File: config.mk
export PLATFORM = sky130hd
export DESIGN_NAME = johnson_count_decoder
export DESIGN_NICKNAME = d
export VERILOG_FILES = /design/src/rtl/johnson_count_decoder.sv
export SDC_FILE = /design/constraint.sdc
export NUM_CORES = 1
export LEC_CHECK = 0
export CAP_MARGIN = 20
export CORE_ASPECT_RATIO = 0.7
export CORE_MARGIN = 4
export CORE_UTILIZATION = 63
export CTS_CLUSTER_SIZE = 10
export DETAILED_ROUTE_END_ITERATION = 6
export GPL_TIMING_DRIVEN = 0
export PLACE_DENSITY_LB_ADDON = 0.12
export REMOVE_ABC_BUFFERS = 1
export SETUP_SLACK_MARGIN = 0.5
export SYNTH_ARGS = -nofsm -noshare
export SYNTH_HDL_FRONTEND = slang
export SYNTH_SLANG_ARGS = --single-unit
File: constraint.sdc
create_clock -name i_clk -period 6.56 [get_ports i_clk]
set_input_delay 1.312 -clock i_clk [delete_from_list [all_inputs] [get_ports i_clk]]
set_output_delay 1.312 -clock i_clk [all_outputs]
set_load 0.01 [all_outputs]
File: src/rtl/johnson_count_decoder.sv
// johnson_count_decoder
//   Brings three 5-bit Johnson-coded decade digits from an asynchronous
//   ring-oscillator counter into the i_clk domain. Each sample must stay
//   unchanged for pCONFIRM consecutive cycles before it is accepted. It is
//   then checked for valid digit codes, decoded to a binary count 0..999 and
//   compared with the previously accepted count.
//
// Ports
//   i_clk    system clock
//   i_rst    synchronous active-high reset
//   i_100    hundreds digit, Johnson code (async)
//   i_010    tens digit, Johnson code (async)
//   i_001    ones digit, Johnson code (async)
//   o_count  last accepted count, binary 0..999
//   o_delta  (o_count - previous accepted count) mod 1000
//   o_valid  one-cycle pulse when o_count/o_delta update
//   o_err    sticky flag: an accepted sample held an invalid digit code

// Per-digit Johnson decoder. This is a pure lookup. ok is low for the 22
// codes that a 5-stage Johnson counter never produces.
module johnson_digit_dec (
  input  logic [4:0] code,
  output logic [3:0] val,
  output logic       ok
);
  always_comb begin
    val = 4'd0;
    ok  = 1'b1;
    case (code)
      5'b00000: val = 4'd0;
      5'b00001: val = 4'd1;
      5'b00011: val = 4'd2;
      5'b00111: val = 4'd3;
      5'b01111: val = 4'd4;
      5'b11111: val = 4'd5;
      5'b11110: val = 4'd6;
      5'b11100: val = 4'd7;
      5'b11000: val = 4'd8;
      5'b10000: val = 4'd9;
      default:  ok  = 1'b0;
    endcase
  end
endmodule

module johnson_count_decoder #(
  parameter int pCONFIRM = 4
) (
  input  logic       i_clk,
  input  logic       i_rst,
  input  logic [4:0] i_100,
  input  logic [4:0] i_010,
  input  logic [4:0] i_001,
  output logic [9:0] o_count,
  output logic [9:0] o_delta,
  output logic       o_valid,
  output logic       o_err
);
  localparam int NUM_DIG = 3;           // [2]=hundreds [1]=tens [0]=ones
  localparam logic [3:0] RUN_MAX = 4'(pCONFIRM);
  localparam logic [3:0] RUN_PRE = 4'(pCONFIRM - 2);

  logic [NUM_DIG-1:0][4:0] din, s1, s2, r_prev, stb_val;
  logic [NUM_DIG-1:0][3:0] dec_val, dig_q;
  logic [NUM_DIG-1:0]      dec_ok, dig_ok;
  logic [3:0]              r_run;
  logic [1:0]              vld_pipe;    // [0] stable sample captured, [1] decoded
  logic                    same, stable;
  logic [9:0]              r_acc, count, delta;

  assign din = {i_100, i_010, i_001};

  // Two-flop synchronizer. Individual bits may resolve on different cycles
  // during a transition. The run filter below rejects those torn samples.
  always_ff @(posedge i_clk) begin
    if (i_rst) begin
      s1 <= '0;
      s2 <= '0;
    end else begin
      s1 <= din;
      s2 <= s1;
    end
  end

  // Run filter. The stable event is the single cycle in which r_run steps
  // from pCONFIRM-2 to pCONFIRM-1. r_run saturates at pCONFIRM, so a long
  // run never passes through that step a second time.
  assign same   = (s2 == r_prev);
  assign stable = same && (r_run == RUN_PRE);

  always_ff @(posedge i_clk) begin
    if (i_rst) begin
      r_prev <= '0;
      r_run  <= '0;
    end else begin
      r_prev <= s2;
      if (!same)                r_run <= '0;
      else if (r_run != RUN_MAX) r_run <= r_run + 4'd1;
    end
  end

  // Capture the confirmed sample, then decode it on the next cycle.
  genvar g;
  generate
    for (g = 0; g < NUM_DIG; g++) begin : g_dig
      johnson_digit_dec u_dec (
        .code (stb_val[g]),
        .val  (dec_val[g]),
        .ok   (dec_ok[g])
      );
    end
  endgenerate

  always_ff @(posedge i_clk) begin
    if (i_rst) begin
      vld_pipe <= '0;
      stb_val  <= '0;
      dig_q    <= '0;
      dig_ok   <= '0;
    end else begin
      vld_pipe <= {vld_pipe[0], stable};
      if (stable)      stb_val <= s2;
      if (vld_pipe[0]) begin
        dig_q  <= dec_val;
        dig_ok <= dec_ok;
      end
    end
  end

  // Arithmetic stage. All terms are at most 999, so 10 bits are enough.
  // The wrap branch can overflow in an intermediate step, but the final
  // result is always below 1000, so modulo-1024 arithmetic gives the right
  // value.
  assign count = 10'(dig_q[2]) * 10'd100 + 10'(dig_q[1]) * 10'd10 + 10'(dig_q[0]);
  assign delta = (count >= r_acc) ? (count - r_acc) : (count + 10'd1000 - r_acc);

  always_ff @(posedge i_clk) begin
    if (i_rst) begin
      r_acc   <= '0;
      o_delta <= '0;
      o_valid <= 1'b0;
      o_err   <= 1'b0;
    end else begin
      o_valid <= 1'b0;
      if (vld_pipe[1]) begin
        if (!(&dig_ok)) begin
          o_err <= 1'b1;
        end else if (count != r_acc) begin
          r_acc   <= count;
          o_delta <= delta;
          o_valid <= 1'b1;
        end
      end
    end
  end

  // The accepted count is the reference for the next delta. It is exported
  // directly so the two values can never disagree.
  assign o_count = r_acc;

endmodule

* Yosys cells after proc, flatten, opt, wreduce, memory -nomap -nowiden
Index checks and enable logic that the tools add are counted.
Widths: inputs -> output; s select.
** Storage, ports and cells
- Register bits :: 103
- Input bits :: 17
- Word-level logic and storage cells :: 85
** Cells by class
- Add/subtract/negate cells :: 6
- $mul :: 2
- $lt $le $gt $ge :: 1
- Eq/ne operators :: 31
- Mux-type cells :: 8
- Bitwise gates (word level) :: 3
- Reduce and logical (&&, ||, !) cells :: 12
** Operators with widths (number)
- $pmux 4 s9 :: 3
- $eq 5x5->1 const B :: 15
- $reduce_or 10->1 :: 3
- $sub 10x10->10 :: 2
- $eq 15x15->1 :: 1
- $eq 5x1->1 const B :: 3
- $eq 5x2->1 const B :: 3
- $eq 5x3->1 const B :: 3
- $eq 5x4->1 const B :: 3
- $logic_not 5->1 :: 3
- $add 10x10->10 const B :: 1
- $add 10x4->10 :: 1
- $add 10x8->10 :: 1
- $ge 10x10->1 :: 1
- $mux 10 :: 1
- $ne 10x10->1 :: 1
- $mul 4x5->8 const B :: 1
- $mul 4x3->7 const B :: 1
- $reduce_and 5->1 :: 1
- $add 4x1->4 const B :: 1
- $eq 4x2->1 const B :: 1
- $mux 1 :: 4
- $ne 4x3->1 const B :: 1
- $not 1->1 :: 3
- other kinds (5) :: 5

* Logic depth before layout (Yosys ltp)
Gate-level depths: netlist of run 1.
- Depth after elaboration :: 6
- Depth in mapped cells :: 19
- Gate-level depth less buffers :: 18

* Cells and area by module
A second synthesis of run 1 with hierarchy kept.
** Second synthesis, totals
- Cell total of the unflattened synthesis :: 615
- Area total of the unflattened synthesis :: 5679.2 um2
** By module, submodules not included
- johnson_count_decoder :: times used 1, cells an instance 546, area each 5210.0 um2
- johnson_digit_dec :: times used 3, cells an instance 23, area each 156.4 um2

* Worst setup path before layout of run 1
OpenSTA, ideal clock, no wires.
- Kind :: flip-flop to flip-flop
- Start :: register dig_q[5] in the netlist's numbering
- End :: register o_delta[9]
- Setup time :: 126 ps
- Data arrival time :: 4049 ps
- Data required time :: 6434 ps
- Setup slack :: 2385 ps
- Cell stages (with the launch flop) :: 18
- Path buffers :: 0
- Period minus slack after synthesis :: 4175 ps
- Path through :: dfxtp_1 ha_1 ha_1 fa_1 xor2_1 ha_1 ha_1 or3_1 nand2_1 inv_1 ha_1 inv_1 ha_1 o21a_1 or2_1 a31oi_1 xnor2_1 o211ai_1
** Between the ends
- Longest elaborated chain between the ends :: 6
- Elaborated cells between the ends (all ways) :: 10
- Those cells by class :: 5 x add/sub; 1 x mul; 1 x order compare; 1 x eq/ne; 1 x mux; 1 x reduce/logical
** Ends and longest elaborated chain
- start, declared :: line 63 : logic [NUM_DIG-1:0][3:0] dec_val, dig_q;
- start signal, assigned :: line 123 : dig_q <= dec_val;
- $mul 4x3->7 (*) :: line 133 : assign count = 10'(dig_q[2]) * 10'd100 + 10'(dig_q[1]) * 10'd10 + 10'(dig_q[0]);
- $add 10x8->10 (*) :: line 133
- $add 10x4->10 (*) :: line 133
- net count[6] :: line 68 : logic [9:0] r_acc, count, delta;
- $add 10x10->10 :: line 134 : assign delta = (count >= r_acc) ? (count - r_acc) : (count + 10'd1000 - r_acc);
- $sub 10x10->10 :: line 134
- $mux 10 :: line 134
- end signal, assigned :: line 149 : o_delta <= delta;
- end, declared :: line 54 : output logic [9:0] o_delta,
The timed path passes the listed nets; every way through them passes the cells marked *.
A chain may end at the register's enable or synchronous reset.

* Worst setup path after layout of run 1
Same ends and word-level chain as after synthesis.

==> impl_metrics.env, run 1 <==
export IMPL_status="finished, final reports clean"
export IMPL_routed_via_count=4456
export IMPL_grt_most_used_layer="met2"
export IMPL_cp_startpoint="dig_q[5]$_SDFFE_PP0P_"
export IMPL_grt_pass1_vias=4240
export IMPL_syn2layout_area_growth_pct=12.1
export IMPL_setup_worst_path_end="o_delta[9]$_SDFFE_PP0P_"
export IMPL_final_net_count=732
export IMPL_setup_repair_bufs_after_cts=0
export IMPL_timing_setup_tns_ns=0
export IMPL_ff2ff_setup_slack_ns=1.69
export IMPL_critPathCaptureType="flip-flop"
export IMPL_cp_num_buf_inv=2
export IMPL_post_synth_instance_area_um2=5700
export IMPL_avgSynthCellArea_um2=8.91
export IMPL_route_detailed_drc=0
export IMPL_finalHoldViolations=0
export IMPL_fmax_mhz=205
export IMPL_timing_setup_critical_path_class="reg -> reg"
export IMPL_detail_route_vias_per_cell=5.71
export IMPL_grt_met2_usage_pct=35.9
export IMPL_final_period_utilization_pct=74.2
export IMPL_setup_slack_ns=1.69
export IMPL_dp_hpwl_mm=8.71
export IMPL_timing_max_slew_rel_slack_pct=29.7
export IMPL_groute_layer_met1_usage_pct=34.4
export IMPL_cell_count_after_placement=765
export IMPL_die_area_um2=10700
export IMPL_critical_path_max_stage_delay_ns=0.46
export IMPL_critical_path_top_delay_family="adder cells"
export IMPL_clock_sinks=103
export IMPL_worst_path_most_repeated_cell="sky130_fd_sc_hd__ha_1"
export IMPL_post_place_ws_ns=1.78
export IMPL_antenna_diode_count=0
export IMPL_seqPwrFrac_pct=52.4
export IMPL_path_max_fanout=6
export IMPL_slew_at_the_pin_closest_to_its_max_slew_limit_ns=1.05
export IMPL_total_leakage_power_uw=0.00266
export IMPL_cts_hold_repair_buffers=0
export IMPL_ir_drop_mv=0.134
export IMPL_stdcell_area_um2=6390
export IMPL_maximum_number_of_pins_on_one_net_before_global_route_repair=91
export IMPL_synth_seq_cells=103
export IMPL_hold_path_cells=1
export IMPL_final_setup_violations=0
export IMPL_detailed_place_area_um2=6090
export IMPL_fin_cells=781
export IMPL_clock_tree_root_cell="sky130_fd_sc_hd__clkbuf_16"
export IMPL_final_layout_size_suffix_gt1_share_pct=5.60
export IMPL_worst_hold_path_class="reg -> reg"
export IMPL_antenna_violating_nets_post_route=0
export IMPL_path_depth=18
export IMPL_synth_edff_count=0
export IMPL_antenna_found_initial=0
export IMPL_yosysSeqAreaShare_pct=36.2
export IMPL_die_height_um=87.6
export IMPL_post_cts_resized_instances=0
export IMPL_critical_path_arrival_ns=5.09
export IMPL_routabilityCongestion=0.929
export IMPL_crit_reg2reg_capture="o_delta[9]$_SDFFE_PP0P_"
export IMPL_timing_critical_path_from_type="flip-flop"
export IMPL_routed_wire_length_per_instance_um=15.3
export IMPL_timing_clock_skew_ns=0.0117
export IMPL_power_switching_fraction_pct=21.2
export IMPL_tritoncts_clock_tree="built"
export IMPL_cts_reportedPaths_clkPinSlew_ns=0.07
export IMPL_detail_route_wirelength_mm=11.9
export IMPL_p_int_uw=966
export IMPL_switchingPower_uw=259
export IMPL_start_util_pct=66.1
export IMPL_cp_data_required_time_ns=6.78
export IMPL_core_region_area_um2=8620
export IMPL_maxCapViolations=0
export IMPL_maxSlewViolCount=0
export IMPL_path_cells="ha_1 -> ha_1 -> fa_1 -> ha_1 -> ha_1 -> o21ai_0 -> o21bai_1 -> a21oi_1 -> xor2_1 -> inv_1 -> ha_1 -> inv_1 -> ha_1 -> nor3_1 -> o31ai_1 -> a31oi_1 -> xnor2_1 -> o211ai_1"
export IMPL_io_pin_count=39
export IMPL_grt_total_usage_pct=23.6
export IMPL_comb_power_share_pct=3.5
export IMPL_timing_reg2reg_worst_path_depth=18
export IMPL_grt_first_pass_wirelength_mm=20.2
export IMPL_cts_htree_levels=3
export IMPL_postSynth_asyncResetShare_pct=0
export IMPL_drt_first_iter_violations=379
export IMPL_synthCells=640
export IMPL_synthTopCellsByArea="sky130_fd_sc_hd__dfxtp_1 (36%), sky130_fd_sc_hd__ha_1 (11%), sky130_fd_sc_hd__nor2b_1 (5.6%)"
export IMPL_synth_top_flop_cell="sky130_fd_sc_hd__dfxtp_1"
export IMPL_timing_critical_path_slowest_stage_cell="sky130_fd_sc_hd__fa_1"
export IMPL_port_buf_inserts=38
export IMPL_fp_dieW_um=122
export IMPL_synth_largest_area_cell="sky130_fd_sc_hd__dfxtp_1"
export IMPL_worst_r2r_startpoint="dig_q[5]$_SDFFE_PP0P_"
export IMPL_synthDominantCellAreaShare_pct=36.2
export IMPL_drt_pre_antenna_iters=5
export IMPL_placementRows=28
export IMPL_synth_cell_types=62
export IMPL_clock_buffers_created_by_tritoncts=9
export IMPL_grt_use_met3_pct=5.49
export IMPL_cts_path_max_buffers=2
export IMPL_clock_power_share_pct=44.1
export IMPL_gr_total_overflow=0
export IMPL_yosysWarnings=0
export IMPL_clock_latency_ns=0.34
export IMPL_fin_worst_hold_slack_ns=0.435
export IMPL_total_power_per_unit_cell_area_nw_per_um2=192
export IMPL_grt_setup_unrepaired="false"
export IMPL_fin_crit_ns=4.87
## cells in the mapped netlist, drive strengths merged, types with 8 or more instances
cell,count
nor2b,51
nand4,14
nor3,13
a211oi,8
fa,10
ha,49
a21oi,47
o21ai,32
clkbuf,27
inv,48
nand3,22
nand2,33
nand2b,11
nor2,43
dfxtp,103
mux2i,12
xor2,28
xnor2,13
## flip-flops by register name, indices dropped and copies added, names as in the netlist
signal and count:
o_valid 1, dig_ok 3, o_delta 10, vld_pipe 2
r_prev 15, o_count 10, s1 15, s2 15
dig_q 12, r_run 4, o_err 1, stb_val 15
## worst min-delay path by stage
| stage | endpoint | start |
|---|---|---|
| 2_1_floorplan | s2[0]$_SDFF_PP0_ | s1[0]$_SDFF_PP0_ |
| 3_3_place_gp | s2[12]$_SDFF_PP0_ | s1[12]$_SDFF_PP0_ |
| 3_5_place_dp | s2[10]$_SDFF_PP0_ | s1[10]$_SDFF_PP0_ |
| 4_1_cts | s2[10]$_SDFF_PP0_ | s1[10]$_SDFF_PP0_ |
| 5_1_grt | s2[12]$_SDFF_PP0_ | s1[12]$_SDFF_PP0_ |
| 6_report | s2[13]$_SDFF_PP0_ | s1[13]$_SDFF_PP0_ |
## layout by cell type, fill, tap and decap left out, drive strengths merged, types with 3 or more instances in the layout
cell type / n
a211oi: 8
a21oi: 47
a221oi: 3
a31oi: 7
and2: 3
and4: 4
clkbuf: 11
clkdlybuf4s50: 37
dfxtp: 103
fa: 10
ha: 49
inv: 50
mux2i: 12
nand2: 33
nand2b: 11
nand3: 22
nand4: 14
nor2: 43
nor2b: 51
nor3: 13
nor4: 5
o21a: 4
o21ai: 32
o22ai: 6
o311ai: 3
o31ai: 7
or3: 3
xnor2: 13
xor2: 28
## cells by family (layout without fill, tap and decap cells)
kind of cell / after synthesis / count (layout) / share of synthesized area (%)
AO/OA/AOI/OAI: 134 / 134 / 15.5
buffers and inverters: 82 / 103 / 5.91
adder cells (fa/ha/maj): 59 / 59 / 14.3
multiplexers: 13 / 13 / 2.31
XOR/XNOR: 41 / 41 / 6.30
flip-flops: 103 / 103 / 36.2
AND/OR/NAND/NOR: 208 / 208 / 19.6
## metrics by stage
| stage | utilization (%) | total power, µW |
|---|---|---|
| floorplan | - | 675 |
| finish | 74.2 | 1230 |
| CTS | 74.2 | 1240 |
| global route | 74.2 | 1270 |
| global placement | 70.5 | 698 |
| detailed placement | 70.6 | 699 |
## worst register-to-register path, cell delays in order, from the launching register on
cell	delay [ns]
sky130_fd_sc_hd__dfxtp_1	0.41
sky130_fd_sc_hd__ha_1	0.27
sky130_fd_sc_hd__ha_1	0.22
sky130_fd_sc_hd__fa_1	0.46
sky130_fd_sc_hd__ha_1	0.30
sky130_fd_sc_hd__ha_1	0.35
sky130_fd_sc_hd__o21ai_0	0.19
sky130_fd_sc_hd__o21bai_1	0.11
sky130_fd_sc_hd__a21oi_1	0.20
sky130_fd_sc_hd__xor2_1	0.28
sky130_fd_sc_hd__inv_1	0.08
sky130_fd_sc_hd__ha_1	0.39
sky130_fd_sc_hd__inv_1	0.12
sky130_fd_sc_hd__ha_1	0.26
sky130_fd_sc_hd__nor3_1	0.39
sky130_fd_sc_hd__o31ai_1	0.22
sky130_fd_sc_hd__a31oi_1	0.27
sky130_fd_sc_hd__xnor2_1	0.14
sky130_fd_sc_hd__o211ai_1	0.10
## power by group through the flow
stage / clock, µW / sequential, µW / combinational, µW
3_3_place_gp: 0 / 656 / 42.1
3_5_place_dp: 0 / 656 / 42.6
5_1_grt: 583 / 643 / 47.2
4_1_cts: 551 / 642 / 42.9
2_1_floorplan: 0 / 655 / 20.6
6_report: 541 / 642 / 42.6
## metal layers
layer,share of wire (%),routed length (µm)
met3,6.4,762
met4,0.70,83
met5,0,0
met2,43,5150
met1,50,5950
## final cells by class
class                   count  area (µm²)
clock buffers              11         243
clock inverters             5        62.6
fillers                   683        2230
inverters                  48         180
multi-input cells         455        3300
flip-flops and latches    103        2060
well taps                 120         150
repair buffers             39         393
No activity file was read; power rests on OpenSTA's default activity.
==> run 2, diff against run 1 <==
--- a/config.mk
+++ b/config.mk
@@ -8,7 +8,7 @@
 export CAP_MARGIN = 20
 export CORE_ASPECT_RATIO = 0.7
 export CORE_MARGIN = 4
-export CORE_UTILIZATION = 63
+export CORE_UTILIZATION = 59
 export CTS_CLUSTER_SIZE = 10
 export DETAILED_ROUTE_END_ITERATION = 6
 export GPL_TIMING_DRIVEN = 0
==> constraint.sdc (replaced) <==
create_clock -name i_clk -period 4.64 [get_ports i_clk]
set_input_delay 0.928 -clock i_clk [delete_from_list [all_inputs] [get_ports i_clk]]
set_output_delay 0.928 -clock i_clk [all_outputs]
set_load 0.01 [all_outputs]
==> impl_metrics.env, run 2 (same netlist as run 1, synthesis figures left out) <==
export IMPL_worst_path_most_repeated_cell="sky130_fd_sc_hd__ha_4"
export IMPL_critical_path_arrival_ns=4.36
export IMPL_worst_r2r_startpoint="dig_q[8]$_SDFFE_PP0P_"
export IMPL_slew_at_the_pin_closest_to_its_max_slew_limit_ns=0.917
export IMPL_final_period_utilization_pct=89.1
export IMPL_timing_setup_tns_ns=0
export IMPL_timing_setup_critical_path_class="reg -> reg"
export IMPL_totalPowerFinal_uw=1710
export IMPL_final_fill_count=654
export IMPL_timing_max_slew_rel_slack_pct=38.8
export IMPL_detail_route_vias_per_cell=5.80
export IMPL_total_power_per_unit_cell_area_nw_per_um2=247
export IMPL_seqPwrFrac_pct=52.8
export IMPL_hp_start="s1[14]$_SDFF_PP0_"
export IMPL_comb_power_share_pct=3.6
export IMPL_tritoncts_clock_tree="built"
export IMPL_fin_worst_hold_slack_ns=0.438
export IMPL_clock_sinks=103
export IMPL_start_util_pct=61.6
export IMPL_routed_wire_length_per_instance_um=16.7
export IMPL_route_detailed_drc=0
export IMPL_drt_pre_antenna_iters=5
export IMPL_finalHoldViolations=0
export IMPL_path_max_fanout=13
export IMPL_final_common_cell="sky130_fd_sc_hd__dfxtp_1"
export IMPL_syn2layout_area_growth_pct=21.7
export IMPL_cts_path_max_buffers=2
export IMPL_die_area_um2=11300
export IMPL_final_setup_violations=0
export IMPL_core_region_area_um2=9250
export IMPL_cp_data_required_time_ns=4.87
export IMPL_timing_critical_path_slowest_stage_cell="sky130_fd_sc_hd__fa_1"
export IMPL_port_buf_inserts=38
export IMPL_critical_path_max_stage_delay_ns=0.43
export IMPL_timing_clock_skew_ns=0.00719
export IMPL_placementRows=29
export IMPL_antenna_violating_nets_post_route=0
export IMPL_switchingPower_uw=368
export IMPL_final_core_util_pct=75.0
export IMPL_cts_reportedPaths_clkPinSlew_ns=0.07
export IMPL_die_height_um=90.2
export IMPL_total_leakage_power_uw=0.00274
export IMPL_power_switching_fraction_pct=21.5
export IMPL_cell_count_after_placement=769
export IMPL_timing_critical_path_from_type="flip-flop"
export IMPL_detail_route_wirelength_mm=13.4
export IMPL_status="finished, final reports clean"
export IMPL_timing_reg2reg_worst_path_depth=18
export IMPL_most_common_layout_cells="sky130_fd_sc_hd__dfxtp_1 (97), sky130_fd_sc_hd__nor2b_1 (51), sky130_fd_sc_hd__a21oi_1 (45), sky130_fd_sc_hd__inv_1 (43), sky130_fd_sc_hd__nor2_1 (43)"
export IMPL_gr_total_overflow=0
export IMPL_antenna_found_initial=0
export IMPL_grt_pass1_vias=4377
export IMPL_ff2ff_setup_slack_ns=0.50
export IMPL_clock_latency_ns=0.35
export IMPL_clock_buffers_created_by_tritoncts=9
export IMPL_drt_first_iter_violations=418
export IMPL_clock_power_share_pct=43.6
export IMPL_cp_num_buf_inv=3
export IMPL_maxSlewViolCount=0
export IMPL_maximum_number_of_pins_on_one_net_before_global_route_repair=91
export IMPL_routabilityCongestion=0.850
export IMPL_hold_path_cells=1
export IMPL_fp_dieW_um=125
export IMPL_maxCapViolations=0
export IMPL_path_cells="ha_4 -> ha_4 -> fa_1 -> xor2_1 -> ha_4 -> nor3b_1 -> a31oi_1 -> o21ai_1 -> a211oi_2 -> inv_1 -> ha_4 -> nand4_1 -> o31a_4 -> buf_16 -> nand2_8 -> inv_2 -> nand4_1 -> o211ai_1"
export IMPL_routed_via_count=4666
export IMPL_critPathCaptureType="flip-flop"
export IMPL_fin_crit_ns=4.14
export IMPL_crit_reg2reg_capture="o_delta[8]$_SDFFE_PP0P_"
export IMPL_ir_drop_mv=0.193
export IMPL_dp_hpwl_mm=8.55
export IMPL_antenna_diode_count=0
export IMPL_grt_setup_unrepaired="true"
export IMPL_cts_htree_levels=3
export IMPL_fmax_mhz=242
export IMPL_final_net_count=753
export IMPL_grt_first_pass_wirelength_mm=21.4
export IMPL_clock_tree_root_cell="sky130_fd_sc_hd__clkbuf_16"
export IMPL_final_layout_size_suffix_gt1_share_pct=15.7
export IMPL_worst_hold_path_class="reg -> reg"
export IMPL_fin_cells=805
export IMPL_critical_path_top_delay_family="adder cells"
export IMPL_io_pin_count=39
export IMPL_grt_total_usage_pct=22.9
export IMPL_whs_endpoint="s2[14]$_SDFF_PP0_"
export IMPL_p_int_uw=1350
==> run 2: changes by cell type in the layout (fill, tap and decap cells not counted), moves of 3 or more <==
cell / change
sky130_fd_sc_hd__ha_1: -23
sky130_fd_sc_hd__buf_4: +20
sky130_fd_sc_hd__ha_4: +18
sky130_fd_sc_hd__dfxtp_1: -6
sky130_fd_sc_hd__ha_2: +5
sky130_fd_sc_hd__dfxtp_4: +4
sky130_fd_sc_hd__inv_1: -4
sky130_fd_sc_hd__inv_2: +3
sky130_fd_sc_hd__o21ai_0: -3
==> run 2: how the worst max path moves through the flow <==
| stage | slack (ns) | endpoint | depth (start not counted) | from |
|---|---|---|---|---|
| CTS | 0.51 | o_delta[8]$_SDFFE_PP0P_ | 18 | dig_q[8]$_SDFFE_PP0P_ |
| detailed placement | -0.14 | o_delta[9]$_SDFFE_PP0P_ | 18 | dig_q[8]$_SDFFE_PP0P_ |
| floorplan | 0.34 | o_delta[9]$_SDFFE_PP0P_ | 16 | dig_q[5]$_SDFFE_PP0P_ |
| finish | 0.50 | o_delta[8]$_SDFFE_PP0P_ | 18 | dig_q[8]$_SDFFE_PP0P_ |
| global placement | -0.76 | o_delta[8]$_SDFFE_PP0P_ | 6 | i_rst |
| global route | 0.42 | o_delta[8]$_SDFFE_PP0P_ | 18 | dig_q[8]$_SDFFE_PP0P_ |
==> run 2: area by class of cell <==
class,instances,area (µm²),area share (%)
inverter,48,183,2.63
multi-input combinational,455,3660,52.8
clock inverter,4,55.1,0.794
clock buffer,11,233,3.35
tap,124,155,2.24
timing repair buffer,60,567,8.17
sequential,103,2080,30.0
==> run 2: timing repair <==
item | 4_1_cts | 5_1_grt
endpoints found under the setup margin | 21 | 21
gates resized for setup | 38 | 33
setup buffers | 12 | 9
pin swaps | 16 | 28
hold buffers | 0 | 0
==> run 2: power groups by stage <==
| stage | Sequential (µW) | Clock [µW] | Combinational (µW) |
|---|---|---|---|
| 3_5_place_dp | 928 | 0 | 60.3 |
| 6_report | 905 | 748 | 61.2 |
| 5_1_grt | 906 | 801 | 67.4 |
| 3_3_place_gp | 927 | 0 | 59.8 |
| 2_1_floorplan | 926 | 0 | 29.1 |
| 4_1_cts | 908 | 760 | 61.3 |
==> run 2: stage by stage <==
stage	setup WS (ns)	instance area, µm²
5_1_grt	0.419	6940
2_1_floorplan	0.336	5540
6_report	0.504	6940
3_3_place_gp	-0.763	6080
3_5_place_dp	-0.139	6100
4_1_cts	0.512	6710
==> run 2: metal layers <==
layer  global-route usage, %  routed length, µm  up-vias
met1                    32.7               6430     2221
li1                        -                  -     2279
met2                    35.5               6090      147
met4                    5.87                174        0
met3                    4.50                731       19
met5                       0                  0        -
